==> src/rtl/ntt_r16_stage_scheduler.sv <==
// rtl/ntt_r16_stage_scheduler.sv - radix-16 NTT stage/group issue scheduler with stage barrier
// Optional NTT_SCHED_PERF_EN adds stall_cycles/drain_cycles performance counters.
module ntt_r16_stage_scheduler #(
  parameter int STAGE_NUM        = 3,
  parameter int GROUPS_PER_STAGE = 256,
  parameter int PIPE_LAT         = 12,
  parameter int MAX_INFLIGHT     = 16,
  localparam int SW = $clog2(STAGE_NUM),
  localparam int GW = $clog2(GROUPS_PER_STAGE),
  localparam int IW = $clog2(MAX_INFLIGHT + 1)
) (
  input  logic          clk,
  input  logic          rst,
  input  logic          start,
  input  logic          stall,
  input  logic          wb_valid,
  output logic          busy,
  output logic          issue_valid,
  output logic [SW-1:0] issue_stage,
  output logic [GW-1:0] issue_group,
  output logic          stage_last,
  output logic          done,
  output logic [IW-1:0] inflight,
  output logic          err_underflow
`ifdef NTT_SCHED_PERF_EN
  ,
  output logic [31:0]   stall_cycles,
  output logic [31:0]   drain_cycles
`endif
);

  // The delay line retires every group exactly PIPE_LAT cycles after issue,
  // so a credit limit beyond that depth can never be reached.
  localparam int CREDIT = (MAX_INFLIGHT < PIPE_LAT) ? MAX_INFLIGHT : PIPE_LAT;

  typedef enum logic [1:0] {IDLE, ISSUE, DRAIN, DONE} state_t;

  state_t        state, state_nx;
  logic [SW-1:0] stage_q, stage_nx;
  logic [GW-1:0] group_q, group_nx;
  logic [IW-1:0] inflight_q;
  logic          err_q;
  logic          last_group, last_stage, issue_ok, drained;

  assign last_group = (group_q == GW'(GROUPS_PER_STAGE - 1));
  assign last_stage = (stage_q == SW'(STAGE_NUM - 1));
  // A same-cycle retire frees a credit, keeping the issue pattern back-to-back.
  assign issue_ok   = (state == ISSUE) && !stall &&
                      ((inflight_q < IW'(CREDIT)) || wb_valid);
  assign drained    = (inflight_q == '0) || ((inflight_q == IW'(1)) && wb_valid);

  always_ff @(posedge clk or posedge rst) begin
    if (rst) begin
      state   <= IDLE;
      stage_q <= '0;
      group_q <= '0;
    end else begin
      state   <= state_nx;
      stage_q <= stage_nx;
      group_q <= group_nx;
    end
  end

  always_comb begin
    state_nx = state;
    stage_nx = stage_q;
    group_nx = group_q;
    case (state)
      IDLE: begin
        if (start) begin
          state_nx = ISSUE;
          stage_nx = '0;
          group_nx = '0;
        end
      end
      ISSUE: begin
        if (issue_ok) begin
          if (last_group) begin
            group_nx = '0;
            state_nx = DRAIN;
          end else begin
            group_nx = group_q + GW'(1);
          end
        end
      end
      DRAIN: begin
        if (drained) begin
          if (!last_stage) begin
            stage_nx = stage_q + SW'(1);
            state_nx = ISSUE;
          end else begin
            state_nx = DONE;
          end
        end
      end
      DONE:    state_nx = IDLE;
      default: state_nx = IDLE;
    endcase
  end

  always_ff @(posedge clk or posedge rst) begin
    if (rst) begin
      inflight_q <= '0;
      err_q      <= 1'b0;
    end else begin
      case ({issue_ok, wb_valid})
        2'b10: inflight_q <= inflight_q + IW'(1);
        2'b01: begin
          if (inflight_q == '0) err_q <= 1'b1;
          else                  inflight_q <= inflight_q - IW'(1);
        end
        default: inflight_q <= inflight_q;
      endcase
    end
  end

  assign busy          = (state != IDLE);
  assign done          = (state == DONE);
  assign issue_valid   = issue_ok;
  assign issue_stage   = stage_q;
  assign issue_group   = group_q;
  assign stage_last    = issue_ok && last_group;
  assign inflight      = inflight_q;
  assign err_underflow = err_q;

`ifdef NTT_SCHED_PERF_EN
  logic [31:0] stall_q, drain_q;

  always_ff @(posedge clk or posedge rst) begin
    if (rst) begin
      stall_q <= '0;
      drain_q <= '0;
    end else if (state == IDLE && start) begin
      stall_q <= '0;
      drain_q <= '0;
    end else begin
      if (state == ISSUE && !issue_ok && stall_q != '1) stall_q <= stall_q + 32'd1;
      if (state == DRAIN && drain_q != '1)              drain_q <= drain_q + 32'd1;
    end
  end

  assign stall_cycles = stall_q;
  assign drain_cycles = drain_q;
`endif

endmodule

==> config.mk <==
export PLATFORM = sky130hd
export DESIGN_NAME = ntt_r16_stage_scheduler
export DESIGN_NICKNAME = d
export VERILOG_FILES = /design/src/rtl/ntt_r16_stage_scheduler.sv
export SDC_FILE = /design/constraint.sdc
export NUM_CORES = 1
export LEC_CHECK = 0
export BUFFER_PORTS_ARGS = -buffer_cell sky130_fd_sc_hd__clkbuf_2
export CAP_MARGIN = 25
export CORE_UTILIZATION = 48
export DETAILED_ROUTE_END_ITERATION = 8
export GPL_TIMING_DRIVEN = 0
export PLACE_DENSITY_LB_ADDON = 0.2
export SETUP_SLACK_MARGIN = 0.4
export SYNTH_ARGS = -nofsm -noshare
export SYNTH_HDL_FRONTEND = slang
export SYNTH_SLANG_ARGS = --single-unit
==> constraint.sdc <==
create_clock -name clk -period 1.4 [get_ports clk]
set_input_delay 0.14 -clock clk [delete_from_list [all_inputs] [get_ports clk]]
set_output_delay 0.14 -clock clk [all_outputs]
set_load 0.005 [all_outputs]
==> results.py <==
metrics = {
    "outcome": {
        "status": "complete, but fails checks",
        "failed_checks": "hold timing, setup timing",
    },
    "worst_hold_path": {
        "worstHoldPathType": "primary input to asynchronous set/reset pin",
    },
    "global_route": {
        "tot_gr_track_use_pct": 31.0,
        "grt_max_degree": 19,
        "globalRoute.totalOverflow": 0,
        "grt_pass1_wl_mm": 6.07,
        "initial_antenna_violation_count": 0,
        "first_global_vias": 1256,
    },
    "critical_path": {
        "crit_type": "register to register",
        "worstPathMaxFanout": 4,
        "worstSetupEndpointType": "register",
        "crit_chain": "or3_4, nor3_4, mux2i_1, o21ai_1",
        "cp_data_required_time_ns": 1.59,
        "worst_setup_path_start_kind": "register",
        "worst_ep_arrival_time_ns": 1.86,
        "ff2ff_path_depth": 4,
        "cpPeakStageDelay_ns": 0.47,
        "cp_num_cells": 4,
        "worst_path_dominant_cell_family": "simple AND/OR/NAND/NOR gates",
        "path_buf_inv": 0,
        "worst_path_max_delay_cell": "sky130_fd_sc_hd__dfrtp_2",
        "r2r_setup_slack_ns": -0.26,
    },
    "yosys": {
        "synth-seq-cells": 18,
        "yosys_most_used_dff": "sky130_fd_sc_hd__dfrtp_1",
        "share_of_synthesized_area_occupied_by_flip_flops_and_latches_pct": 38.1,
        "synth_cells": 128,
        "synth_area_per_cell_um2": 9.23,
        "yosys.cell_types.count": 48,
        "synth_fp_nets": 138,
        "synth.top_cell.area_share_pct": 38.1,
        "ys.warnings.count": 0,
        "synth_edf_count": 0,
        "netlist_area_um2": 1180,
        "yosys.area.top_type": "sky130_fd_sc_hd__dfrtp_1",
        "ys_top_cells_by_area": "sky130_fd_sc_hd__dfrtp_1, sky130_fd_sc_hd__ha_1, sky130_fd_sc_hd__a21oi_1, sky130_fd_sc_hd__mux2i_1, sky130_fd_sc_hd__nand3_1",
        "synthArstFlopShare_pct": 100,
    },
    "pwr": {
        "power_density_nw_per_um2": 1600,
        "p_leak_nw": 0.898,
        "power.ir.vdd_worst_mv": 1.65,
        "overall_power_mw": 3.17,
    },
    "cells_and_area": {
        "final_util_pct": 87.4,
        "syn2layout_area_growth_pct": 68.4,
        "antennaDiodeCount": 0,
        "layout-drive-gt1-share_pct": 64.1,
        "design.final.nets": 203,
    },
    "place": {
        "dpl_worst_slack_ns": -0.211,
        "hpwlAfterDp_mm": 2.02,
        "finalWeightedCongestion": 0.848,
        "portBuffers": 24,
    },
    "floorplan": {
        "initial_utilization_pct": 51.9,
        "design.portCount": 25,
        "die_h_um": 51.6,
        "fp-row-count": 17,
        "die_area_um2": 2660,
        "core_um2": 2280,
        "die_w_um": 51.6,
    },
    "drt": {
        "total_wirelength_of_the_detailed_routed_design_mm": 4.75,
        "wl_per_cell_um": 21.6,
        "drc_errors": 0,
        "post_drt_via_cell_ratio": 6.56,
        "via_count": 1444,
        "first_iter_violations": 75,
        "drt.antenna.violating_nets": 0,
        "drt_pass1_iterations": 4,
    },
    "sta": {
        "fin_max_slew_vios": 0,
        "timing.setup.tns_ns": -2.71,
        "finalWorstSetupSlack_ns": -0.261,
        "worst-slew-pin-transition_ns": 0.721,
        "finalCritPeriodShare_pct": 119,
        "minimum_period_implied_by_the_final_worst_setup_slack_ns": 1.66,
        "setup_viol": 21,
        "rsz_0062_raised_after_global_routing": "yes",
        "hold_viol_final": 18,
        "hold-worst-slack_ns": -0.0817,
        "clock.fmax_mhz": 602,
        "finalClockSkew_ns": 0.000675,
        "max-slew-margin-rel_pct": 51.9,
    },
    "clocking": {
        "clkTransAtPathRegs_ns": 0.11,
        "numClockSinks": 18,
        "clock_buffers_created_by_tritoncts": 3,
        "tritoncts": "done",
        "cts-htree-levels": 1,
        "worstSkewPairLatency_ns": 0.30,
        "maximum_number_of_buffers_from_clock_root_to_sink": 2,
        "root_buffer": "sky130_fd_sc_hd__clkbuf_4",
    },
    "flow_run": {
        "maxCapViolCount": 0,
    },
}
-- power breakdown --
group | total (mW) | switching [mW] | internal (mW) | leakage (nW)
combinational | 1.97 | 0.935 | 1.03 | 0.659
clock | 0.340 | 0.181 | 0.159 | 0.0210
sequential | 0.867 | 0.199 | 0.668 | 0.218
-- what timing repair did --
| item | 4_1_cts | 5_1_grt |
|---|---|---|
| pin swaps | 23 | 16 |
| buffers inserted | 24 | 12 |
| gates cloned | 0 | 0 |
| endpoints found under the setup margin | 33 | 37 |
| resized for setup | 41 | 35 |
| hold endpoints to repair | 18 | 18 |
-- metal layers --
metal | share of wire (%) | up-vias | global-route usage (%)
li1 | - | 600 | -
met1 | 41 | 716 | 42.9
met2 | 47 | 104 | 50.0
met3 | 7.7 | 24 | 4.09
met4 | 4.0 | 0 | 9.91
met5 | 0 | - | 0
-- worst register-to-register path: stages (launching register included) --
cell and delay, ns:
sky130_fd_sc_hd__dfrtp_2 0.47, sky130_fd_sc_hd__or3_4 0.43, sky130_fd_sc_hd__nor3_4 0.29, sky130_fd_sc_hd__mux2i_1 0.28, sky130_fd_sc_hd__o21ai_1 0.09
-- worst paths after layout --
path,to,from
min,issue_group[6]$_DFFE_PP0P_,rst
max,issue_stage[1]$_DFFE_PP0P_,inflight[4]$_DFFE_PP0P_
min reg2reg,issue_group[6]$_DFFE_PP0P_,issue_group[6]$_DFFE_PP0P_
min in group clk,state[0]$_DFFE_PP0P_,start
max reg2reg,issue_stage[1]$_DFFE_PP0P_,inflight[4]$_DFFE_PP0P_
max in group asynchronous,issue_group[3]$_DFFE_PP0P_,rst
-- area by class of cell --
| cell class | count | area, um2 |
|---|---|---|
| buffer | 5 | 56.3 |
| clock buffer | 4 | 36.3 |
| fill | 105 | 287 |
| inverter | 10 | 40.0 |
| multi-input combinational | 95 | 895 |
| sequential | 18 | 458 |
| tap | 28 | 35.0 |
| timing repair buffer | 60 | 469 |
-- registers in the layout, indices dropped and copies added (netlist names) --
register and cells:
err_underflow 1, state 2, issue_stage 2, issue_group 8
inflight 5
-- synthesized netlist by cell type, drive strengths merged (2+ instances only) --
cell    count
nor3        4
ha          5
and2        2
nor2        8
a21o        2
nand3       7
o32ai       2
buf         4
a22o        2
mux2i       4
dfrtp      18
o21ai       6
inv        10
and3        5
nand2      10
a21oi      10
a211oi      2
nand2b      2
and4        2
a31oi       2
-- through the flow --
stage	std cells	hold WS [ns]	area [um2]
after floorplan	128	0.0786	1220
after global placement	180	0.268	1380
after detailed placement	180	0.272	1380
after CTS	208	-0.0651	1750
after global routing	220	-0.0234	1990
final	220	-0.0817	1990
-- cells by family after synthesis --
family,count (synthesis),share of synthesized area [%]
compound gates,35,20.8
mux,4,3.39
xor+xnor,2,1.48
simple gates,49,24.7
buf+inv,15,6.25
fa+ha+maj,5,5.30
flops,18,38.1
-- placed cells by master (no fill, tap or decap), types with 4 or more instances in the layout --
cell | synthesis | routed
sky130_fd_sc_hd__o21ai_1 | 3 | 4
sky130_fd_sc_hd__dfrtp_2 | 0 | 6
sky130_fd_sc_hd__nand2_1 | 9 | 7
sky130_fd_sc_hd__and3_4 | 0 | 4
sky130_fd_sc_hd__dfrtp_1 | 18 | 12
sky130_fd_sc_hd__nand3_1 | 7 | 5
sky130_fd_sc_hd__nor2_1 | 8 | 5
sky130_fd_sc_hd__buf_6 | 2 | 20
sky130_fd_sc_hd__inv_1 | 9 | 6
sky130_fd_sc_hd__mux2i_1 | 4 | 4
sky130_fd_sc_hd__a21oi_2 | 0 | 6
sky130_fd_sc_hd__clkbuf_2 | 0 | 15
sky130_fd_sc_hd__buf_4 | 0 | 26
(Power assumes the default switching activity.)
